$ cat src/rtl/exe_mc_if.sv
// Handshake/bus bundle of the exe_mc execute stage: id_exe side (names ending _i into the stage)
// and exe_mem side, plus flush and busy status. Signal names are from the stage's point of view.
interface exe_mc_if #(
    parameter int XLEN    = 32,
    parameter int RADDR_W = 5,
    parameter int ALUOP_W = 5
);
    logic               flush_i;
    logic               valid_i;
    logic               ready_o;
    logic [XLEN-1:0]    op1_i;
    logic [XLEN-1:0]    op2_i;
    logic               reg_we_i;
    logic [RADDR_W-1:0] reg_waddr_i;
    logic [ALUOP_W-1:0] aluOp_i;
    logic               valid_o;
    logic               ready_i;
    logic [RADDR_W-1:0] reg_waddr_o;
    logic               reg_we_o;
    logic [XLEN-1:0]    reg_wdata_o;
    logic               busy_o;

    modport slave (
        input  flush_i, valid_i, op1_i, op2_i, reg_we_i, reg_waddr_i, aluOp_i, ready_i,
        output ready_o, valid_o, reg_waddr_o, reg_we_o, reg_wdata_o, busy_o
    );

    modport master (
        output flush_i, valid_i, op1_i, op2_i, reg_we_i, reg_waddr_i, aluOp_i, ready_i,
        input  ready_o, valid_o, reg_waddr_o, reg_we_o, reg_wdata_o, busy_o
    );
endinterface

$ cat src/rtl/exe_mc.sv
// Registered execute stage: single-cycle integer ALU plus, when EXE_MULDIV_EN is defined, an iterative
// radix-2 multiply/divide unit. Without EXE_MULDIV_EN the mul/div codes are treated as illegal (bubbles).
module exe_mc #(
    parameter int XLEN    = 32,
    parameter int RADDR_W = 5,
    parameter int ALUOP_W = 5
) (
    input  logic    clk_i,
    input  logic    rst_i,
    exe_mc_if.slave bus
);
    localparam int SHW = $clog2(XLEN);

    localparam logic [ALUOP_W-1:0] OP_OR   = ALUOP_W'(1);
    localparam logic [ALUOP_W-1:0] OP_AND  = ALUOP_W'(2);
    localparam logic [ALUOP_W-1:0] OP_XOR  = ALUOP_W'(3);
    localparam logic [ALUOP_W-1:0] OP_ADD  = ALUOP_W'(4);
    localparam logic [ALUOP_W-1:0] OP_SUB  = ALUOP_W'(5);
    localparam logic [ALUOP_W-1:0] OP_SLL  = ALUOP_W'(6);
    localparam logic [ALUOP_W-1:0] OP_SRL  = ALUOP_W'(7);
    localparam logic [ALUOP_W-1:0] OP_SRA  = ALUOP_W'(8);
    localparam logic [ALUOP_W-1:0] OP_SLT  = ALUOP_W'(9);
    localparam logic [ALUOP_W-1:0] OP_SLTU = ALUOP_W'(10);

    logic               accept;
    logic               out_free;
    logic               load_alu;
    logic               alu_ok;
    logic [XLEN-1:0]    alu_res;
    logic [SHW-1:0]     shamt;

    logic               valid_q, valid_d;
    logic               we_q, we_d;
    logic [RADDR_W-1:0] waddr_q, waddr_d;
    logic [XLEN-1:0]    wdata_q, wdata_d;

    assign shamt    = bus.op2_i[SHW-1:0];
    assign out_free = ~valid_q | bus.ready_i;
    assign accept   = bus.valid_i & bus.ready_o;

    always_comb begin
        alu_res = '0;
        alu_ok  = 1'b1;
        case (bus.aluOp_i)
            OP_OR:   alu_res = bus.op1_i | bus.op2_i;
            OP_AND:  alu_res = bus.op1_i & bus.op2_i;
            OP_XOR:  alu_res = bus.op1_i ^ bus.op2_i;
            OP_ADD:  alu_res = bus.op1_i + bus.op2_i;
            OP_SUB:  alu_res = bus.op1_i - bus.op2_i;
            OP_SLL:  alu_res = bus.op1_i << shamt;
            OP_SRL:  alu_res = bus.op1_i >> shamt;
            OP_SRA:  alu_res = $unsigned($signed(bus.op1_i) >>> shamt);
            OP_SLT:  alu_res = {{(XLEN-1){1'b0}}, ($signed(bus.op1_i) < $signed(bus.op2_i))};
            OP_SLTU: alu_res = {{(XLEN-1){1'b0}}, (bus.op1_i < bus.op2_i)};
            // NOP, illegal codes and the multi-cycle codes never take the single-cycle path
            default: alu_ok  = 1'b0;
        endcase
    end

`ifdef EXE_MULDIV_EN
    localparam int CNT_W = $clog2(XLEN);

    localparam logic [ALUOP_W-1:0] OP_MUL   = ALUOP_W'(11);
    localparam logic [ALUOP_W-1:0] OP_MULH  = ALUOP_W'(12);
    localparam logic [ALUOP_W-1:0] OP_MULHU = ALUOP_W'(13);
    localparam logic [ALUOP_W-1:0] OP_DIV   = ALUOP_W'(14);
    localparam logic [ALUOP_W-1:0] OP_DIVU  = ALUOP_W'(15);
    localparam logic [ALUOP_W-1:0] OP_REM   = ALUOP_W'(16);
    localparam logic [ALUOP_W-1:0] OP_REMU  = ALUOP_W'(17);

    typedef enum logic [1:0] {S_IDLE, S_BUSY, S_DONE} state_t;

    state_t             state_q, state_d;
    logic [CNT_W-1:0]   cnt_q, cnt_d;
    logic [XLEN-1:0]    hi_q, hi_d;
    logic [XLEN-1:0]    lo_q, lo_d;
    logic [XLEN-1:0]    opb_q, opb_d;
    logic [XLEN-1:0]    op1_q, op1_d;
    logic [ALUOP_W-1:0] mop_q, mop_d;
    logic [RADDR_W-1:0] mwaddr_q, mwaddr_d;
    logic               mwe_q, mwe_d;
    logic               neg_q, neg_d;
    logic               dz_q, dz_d;
    logic               ovf_q, ovf_d;

    logic               is_md;
    logic               md_signed;
    logic               s1, s2;
    logic               is_mul_q;
    logic               md_load;
    logic               div_ge;
    logic [XLEN-1:0]    mag1, mag2;
    logic [XLEN-1:0]    md_res;
    logic [XLEN:0]      mul_sum;
    logic [XLEN:0]      div_shift;
    logic [2*XLEN-1:0]  prod;

    assign is_md     = (bus.aluOp_i >= OP_MUL) && (bus.aluOp_i <= OP_REMU);
    assign md_signed = (bus.aluOp_i == OP_MULH) || (bus.aluOp_i == OP_DIV) || (bus.aluOp_i == OP_REM);
    assign s1        = md_signed & bus.op1_i[XLEN-1];
    assign s2        = md_signed & bus.op2_i[XLEN-1];
    assign mag1      = s1 ? -bus.op1_i : bus.op1_i;
    assign mag2      = s2 ? -bus.op2_i : bus.op2_i;
    assign is_mul_q  = (mop_q <= OP_MULHU);

    // {hi,lo} is the shift-add product register; for divide hi is the partial remainder, lo the quotient
    assign mul_sum   = {1'b0, hi_q} + (lo_q[0] ? {1'b0, opb_q} : {(XLEN+1){1'b0}});
    assign div_shift = {hi_q, lo_q[XLEN-1]};
    assign div_ge    = (div_shift >= {1'b0, opb_q});
    assign prod      = neg_q ? -{hi_q, lo_q} : {hi_q, lo_q};
    assign md_load   = (state_q == S_DONE) & out_free & ~bus.flush_i;

    assign load_alu    = accept & ~is_md;
    assign bus.busy_o  = (state_q != S_IDLE);
    assign bus.ready_o = (state_q == S_IDLE) & out_free & ~rst_i & ~bus.flush_i;

    always_comb begin
        state_d  = state_q;
        cnt_d    = cnt_q;
        hi_d     = hi_q;
        lo_d     = lo_q;
        opb_d    = opb_q;
        op1_d    = op1_q;
        mop_d    = mop_q;
        mwaddr_d = mwaddr_q;
        mwe_d    = mwe_q;
        neg_d    = neg_q;
        dz_d     = dz_q;
        ovf_d    = ovf_q;
        if (bus.flush_i) begin
            state_d = S_IDLE;
        end else begin
            case (state_q)
                S_IDLE: begin
                    if (accept && is_md) begin
                        state_d  = S_BUSY;
                        cnt_d    = '0;
                        hi_d     = '0;
                        lo_d     = mag1;
                        opb_d    = mag2;
                        op1_d    = bus.op1_i;
                        mop_d    = bus.aluOp_i;
                        mwaddr_d = bus.reg_waddr_i;
                        mwe_d    = bus.reg_we_i & (|bus.reg_waddr_i);
                        neg_d    = (bus.aluOp_i == OP_REM) ? s1 : (s1 ^ s2);
                        dz_d     = ~|bus.op2_i;
                        ovf_d    = md_signed & (bus.op1_i == {1'b1, {(XLEN-1){1'b0}}}) & (&bus.op2_i);
                    end
                end
                S_BUSY: begin
                    if (is_mul_q) begin
                        hi_d = mul_sum[XLEN:1];
                        lo_d = {mul_sum[0], lo_q[XLEN-1:1]};
                    end else if (div_ge) begin
                        hi_d = div_shift[XLEN-1:0] - opb_q;
                        lo_d = {lo_q[XLEN-2:0], 1'b1};
                    end else begin
                        hi_d = div_shift[XLEN-1:0];
                        lo_d = {lo_q[XLEN-2:0], 1'b0};
                    end
                    cnt_d = cnt_q + 1'b1;
                    if (cnt_q == CNT_W'(XLEN-1)) begin
                        state_d = S_DONE;
                    end
                end
                S_DONE: begin
                    if (out_free) begin
                        state_d = S_IDLE;
                    end
                end
                default: state_d = S_IDLE;
            endcase
        end
    end

    // Sign fix-up and the divide corner cases are resolved only here, keeping the latency fixed
    always_comb begin
        md_res = '0;
        case (mop_q)
            OP_MUL:            md_res = prod[XLEN-1:0];
            OP_MULH, OP_MULHU: md_res = prod[2*XLEN-1:XLEN];
            OP_DIV, OP_DIVU:   md_res = dz_q ? '1 : (ovf_q ? op1_q : (neg_q ? -lo_q : lo_q));
            default:           md_res = dz_q ? op1_q : (ovf_q ? '0 : (neg_q ? -hi_q : hi_q));
        endcase
    end

    always_ff @(posedge clk_i) begin
        if (rst_i) begin
            state_q  <= S_IDLE;
            cnt_q    <= '0;
            hi_q     <= '0;
            lo_q     <= '0;
            opb_q    <= '0;
            op1_q    <= '0;
            mop_q    <= '0;
            mwaddr_q <= '0;
            mwe_q    <= 1'b0;
            neg_q    <= 1'b0;
            dz_q     <= 1'b0;
            ovf_q    <= 1'b0;
        end else begin
            state_q  <= state_d;
            cnt_q    <= cnt_d;
            hi_q     <= hi_d;
            lo_q     <= lo_d;
            opb_q    <= opb_d;
            op1_q    <= op1_d;
            mop_q    <= mop_d;
            mwaddr_q <= mwaddr_d;
            mwe_q    <= mwe_d;
            neg_q    <= neg_d;
            dz_q     <= dz_d;
            ovf_q    <= ovf_d;
        end
    end
`else
    assign load_alu    = accept;
    assign bus.busy_o  = 1'b0;
    assign bus.ready_o = out_free & ~rst_i & ~bus.flush_i;
`endif

    always_comb begin
        valid_d = valid_q;
        we_d    = we_q;
        waddr_d = waddr_q;
        wdata_d = wdata_q;
        if (bus.flush_i) begin
            valid_d = 1'b0;
            we_d    = 1'b0;
            waddr_d = '0;
            wdata_d = '0;
        end else if (load_alu) begin
            valid_d = 1'b1;
            we_d    = alu_ok & bus.reg_we_i & (|bus.reg_waddr_i);
            waddr_d = alu_ok ? bus.reg_waddr_i : '0;
            wdata_d = alu_ok ? alu_res : '0;
`ifdef EXE_MULDIV_EN
        end else if (md_load) begin
            valid_d = 1'b1;
            we_d    = mwe_q;
            waddr_d = mwaddr_q;
            wdata_d = md_res;
`endif
        end else if (valid_q && bus.ready_i) begin
            valid_d = 1'b0;
        end
    end

    always_ff @(posedge clk_i) begin
        if (rst_i) begin
            valid_q <= 1'b0;
            we_q    <= 1'b0;
            waddr_q <= '0;
            wdata_q <= '0;
        end else begin
            valid_q <= valid_d;
            we_q    <= we_d;
            waddr_q <= waddr_d;
            wdata_q <= wdata_d;
        end
    end

    assign bus.valid_o     = valid_q;
    assign bus.reg_we_o    = we_q;
    assign bus.reg_waddr_o = waddr_q;
    assign bus.reg_wdata_o = wdata_q;
endmodule

$ cat src/flat_wrapper.sv
// flat-port wrapper written by rule: the top's interface ports become plain ports
module exe_mc_flat 
#(
    parameter int XLEN    = 32,
    parameter int RADDR_W = 5,
    parameter int ALUOP_W = 5
)
  (clk_i, rst_i, bus_flush_i, bus_valid_i, bus_op1_i, bus_op2_i, bus_reg_we_i, bus_reg_waddr_i, bus_aluOp_i, bus_ready_i, bus_ready_o, bus_valid_o, bus_reg_waddr_o, bus_reg_we_o, bus_reg_wdata_o, bus_busy_o);
  exe_mc_if #(.XLEN(XLEN), .RADDR_W(RADDR_W), .ALUOP_W(ALUOP_W)) bus_i ();
  input  logic clk_i;
  input  logic rst_i;
  input wire logic [$bits(bus_i.flush_i)-1:0] bus_flush_i;
  input wire logic [$bits(bus_i.valid_i)-1:0] bus_valid_i;
  input wire logic [$bits(bus_i.op1_i)-1:0] bus_op1_i;
  input wire logic [$bits(bus_i.op2_i)-1:0] bus_op2_i;
  input wire logic [$bits(bus_i.reg_we_i)-1:0] bus_reg_we_i;
  input wire logic [$bits(bus_i.reg_waddr_i)-1:0] bus_reg_waddr_i;
  input wire logic [$bits(bus_i.aluOp_i)-1:0] bus_aluOp_i;
  input wire logic [$bits(bus_i.ready_i)-1:0] bus_ready_i;
  output wire logic [$bits(bus_i.ready_o)-1:0] bus_ready_o;
  output wire logic [$bits(bus_i.valid_o)-1:0] bus_valid_o;
  output wire logic [$bits(bus_i.reg_waddr_o)-1:0] bus_reg_waddr_o;
  output wire logic [$bits(bus_i.reg_we_o)-1:0] bus_reg_we_o;
  output wire logic [$bits(bus_i.reg_wdata_o)-1:0] bus_reg_wdata_o;
  output wire logic [$bits(bus_i.busy_o)-1:0] bus_busy_o;
  assign bus_i.flush_i = bus_flush_i;
  assign bus_i.valid_i = bus_valid_i;
  assign bus_i.op1_i = bus_op1_i;
  assign bus_i.op2_i = bus_op2_i;
  assign bus_i.reg_we_i = bus_reg_we_i;
  assign bus_i.reg_waddr_i = bus_reg_waddr_i;
  assign bus_i.aluOp_i = bus_aluOp_i;
  assign bus_i.ready_i = bus_ready_i;
  assign bus_ready_o = bus_i.ready_o;
  assign bus_valid_o = bus_i.valid_o;
  assign bus_reg_waddr_o = bus_i.reg_waddr_o;
  assign bus_reg_we_o = bus_i.reg_we_o;
  assign bus_reg_wdata_o = bus_i.reg_wdata_o;
  assign bus_busy_o = bus_i.busy_o;
  exe_mc #(.XLEN(XLEN), .RADDR_W(RADDR_W), .ALUOP_W(ALUOP_W)) u_core (.clk_i(clk_i), .rst_i(rst_i), .bus(bus_i));
endmodule
$ cat config.mk
export PLATFORM = sky130hd
export DESIGN_NAME = exe_mc_flat
export DESIGN_NICKNAME = d
export VERILOG_FILES = /design/src/rtl/exe_mc_if.sv /design/src/rtl/exe_mc.sv /design/src/flat_wrapper.sv
export SDC_FILE = /design/constraint.sdc
export NUM_CORES = 1
export LEC_CHECK = 0
export BUFFER_PORTS_ARGS = -buffer_cell sky130_fd_sc_hd__buf_2
export CORE_UTILIZATION = 29
export CTS_CLUSTER_SIZE = 12
export DETAILED_ROUTE_END_ITERATION = 12
export PLACE_DENSITY = 0.53
export SYNTH_ARGS = -nofsm -noshare
export SYNTH_HDL_FRONTEND = slang
export SYNTH_SLANG_ARGS = --single-unit
$ cat constraint.sdc
create_clock -name clk_i -period 2.9 [get_ports clk_i]
set_input_delay 0 -clock clk_i [delete_from_list [all_inputs] [get_ports clk_i]]
set_output_delay 0 -clock clk_i [all_outputs]
set_load 0.01 [all_outputs]
==> results.md <==
- Setup Buffers After CTS: 0
- Root Buffer: clkbuf_16
- Critical path's slowest cell: fa_1
- CP Launch Type: primary input
- Num ports: 121
- Crit path arrival time: 2.89 ns
- Worst-path clk slew: 0.07 ns
- First-pass GRT wire length: 75,620 um
- Fin Clk Skew: 0.004676 ns
- Gate Count Post-Synth: 1,465
- Largest net degree at the start of global routing: 89
- Antenna violations before repair: 0
- Switching pwr: 1.510 mW
- Die width: 189.2 um
- Tightest Hold Check Type: primary input to flop
- Area Overhead vs Synth: 22.13%
- GR Overflow Total: 0
- Core area: 34,540 um^2
- Logic gate share of total power: 0.601
- Peak supply drop: 228.5 uV
- Slew @ Worst Pin: 0.8576 ns
- Fraction of layout cells with a size suffix above 1: 0.2201
- Main synth FF type: dfxtp_1
- Synthesized area per cell: 6.939 um^2
- 1st-iter DRT viols: 1,560
- Final worst-path cycle share: 0.9299
- Status: completed
- Share of total power in sequential cells: 0.164
- Rows: 68
- Number of global-route vias before repair: 11,700
- Crit path max fanout: 4
- H-Tree Depth: 2
- Routability congestion estimate: 1.008
- Clock buffer depth: 2
- Clock sinks: 39
- Fin Hold WS: 0.2199 ns
- Clk pwr share: 0.235
- Fin util: 0.3594
- Height of the die: 189.2 um
- Element type at the critical path end: flop
- Multi-input logic area: 8538 um^2
- Synthesis Warnings: 0
- Synth async-reset ratio: 0
- # nets final: 1,840
- Rel. slew slack: 0.4283
- R2R Setup Slk: 0.51 ns
- Synthesized cell area: 10,170 um^2
- Routed wire per std cell: 24.60 um
- Count of final setup violators: 0
- Largest stage delay, worst path: 0.39 ns
- Max-slew violation count: 0
- Final HPWL DP: 40,940 um
- Total power: 3.307 mW
- Hold Path Depth: 4
- Filler cell count: 3,735
- Sw frac: 0.4565
- EDFF count, synth: 0
- Crit path kind: primary input to flop
- Clk Latency, worst-skew pair: 0.30 ns
- Number of max-cap violations: 0
- R2R cell count: 7
- RSZ-0062 raised after global routing: no
- Internal power: 1.797 mW
- Via count: 12,620
- Synthesized net count: 1,661
- Detailed Route WL: 51,660 um
- CP cell instances: buf_2 -> inv_1 -> ha_1 -> fa_1 -> o21bai_1 -> o211ai_2 -> a211oi_2 -> buf_4 -> o21ai_2 -> a221oi_4 -> a2111oi_4 -> a221o_1 -> a221oi_2 -> o21ai_1
- CTS Buf Count: 5
- DR DRC count: 0
- Max Clk Rate: 370.8 MHz
- Inserted Diodes: 0
- PD cells: 266.3 nW/um^2
- Vias per cell: 6.010
- Area of the die: 35,810 um^2
- Global Route Usage Sum: 0.2799
- CP required: 3.09 ns
- Flop and latch count out of synthesis: 39
- Post-route ant nets: 0
- Initial Util: 0.2943
- Seq/Total Area, Yosys: 0.07680
- TritonRoute pass-1 iters: 6
- Leak: 5.512 nW
- Final Hold Vio Count: 0
- CTS tree: built
- Port buffer count: 119
- Post-layout minimum cycle time: 2.697 ns
- Sequential cell area: 780.7 um^2
- Number of distinct library cells after synthesis: 92
[worst max-delay path, delay by kind of cell]
family,cells,cell delay (ns)
adder cells (fa/ha/maj),2,0.60
buffers and inverters,3,0.31
AO/OA/AOI/OAI,9,1.96
[final timing paths]
| check | startpoint | endpoint |
|---|---|---|
| hold / removal | bus_op2_i[12] | u_core.bus.reg_wdata_o[12] |
| setup / recovery | bus_op1_i[0] | u_core.bus.reg_wdata_o[26] |
| hold reg to reg | u_core.bus.reg_wdata_o[12] | u_core.bus.reg_wdata_o[12] |
| setup reg to reg | u_core.bus.valid_o | u_core.bus.reg_wdata_o[30] |
[logic make-up after synthesis]
| logic type | Yosys count | synth area share |
|---|---|---|
| simple gates | 445 | 0.1977 |
| flops | 39 | 0.07680 |
| fa+ha+maj | 116 | 0.1442 |
| mux | 110 | 0.1392 |
| compound gates | 532 | 0.3478 |
| other cells | 1 | 0.0003689 |
| buf+inv | 214 | 0.08701 |
| xor+xnor | 8 | 0.006893 |
[registers in the layout, summed over array words and instances, names as in the netlist]
signal,count
u_core.bus.reg_we_o,1
u_core.bus.reg_waddr_o,5
u_core.bus.reg_wdata_o,32
u_core.bus.valid_o,1
[power by group through the flow]
| stage | Clock [mW] | Sequential (mW) | Combinational, mW |
|---|---|---|---|
| after CTS | 0.778 | 0.543 | 1.93 |
| final | 0.776 | 0.543 | 1.99 |
| after detailed placement | 0 | 0.555 | 1.91 |
| after global placement | 0 | 0.555 | 1.92 |
| after global routing | 0.796 | 0.543 | 2.12 |
| after floorplan | 0 | 0.557 | 1.14 |
[metal layers]
metal	vias up	global-route usage	routed length [um]
li1	5766	-	-
met1	6023	0.3710	21510
met2	699	0.4463	23230
met3	134	0.03559	4075
met4	0	0.1359	2841
met5	-	0	0
[cell usage after synthesis (27+ instances only)]
library cell	count	area [um^2]
nand2_1	160	600.6
clkbuf_1	70	262.8
mux2i_1	66	660.6
buf_2	31	155.2
inv_1	96	360.4
nor3_1	27	135.1
ha_1	114	1426
o21ai_0	108	540.5
dfxtp_1	39	780.8
a21oi_1	144	720.7
a211oi_1	29	217.7
nor2_1	145	544.3
[cell type report]
| cell class | count | area share |
|---|---|---|
| clock buffers | 6 | 0.01038 |
| clock inverters | 2 | 0.004837 |
| inverters | 99 | 0.02993 |
| multi-input cells | 1212 | 0.6877 |
| flip-flops and latches | 39 | 0.06288 |
| well taps | 455 | 0.04585 |
| repair buffers | 287 | 0.1584 |
[stage by stage]
stage          setup TNS (ns)  cell area [um^2]  cells  setup WS, ns
3_5_place_dp          -0.2254             12140   2084      -0.06803
6_report                    0             12420   2100        0.2033
3_3_place_gp          -0.2838             12140   2084      -0.07965
2_1_floorplan       -0.001304             10200   1465     -0.001304
5_1_grt                     0             12420   2100       0.01459
4_1_cts                     0             12410   2100        0.2404
[layout by cell type (no fill, tap or decap), types with 8 or more instances in the layout]
master           n
nand2_1        160
buf_4          154
nor2_1         144
a21oi_1        143
buf_2          118
ha_1           113
o21ai_0        108
inv_1           95
mux2i_1         66
dfxtp_1         39
a211oi_1        29
nor3_1          25
a22oi_1         23
mux4_2          23
nand3_1         23
a221oi_1        22
mux2_2          21
a21o_1          19
a31oi_1         18
o211ai_1        16
nand2b_1        16
o22ai_1         16
o2111ai_1       14
nand4_1         13
o221ai_1        12
nor2b_1         11
o21ai_1         11
o31ai_1         10
nor4_1           8
dlygate4sd3_1    8
[repair_timing]
action,4_1_cts,5_1_grt
setup endpoints to repair,0,2
endpoints found under the hold margin,7,0
gates resized for setup,0,2
hold buffers,8,0
No activity file was read; power rests on OpenSTA's default activity.
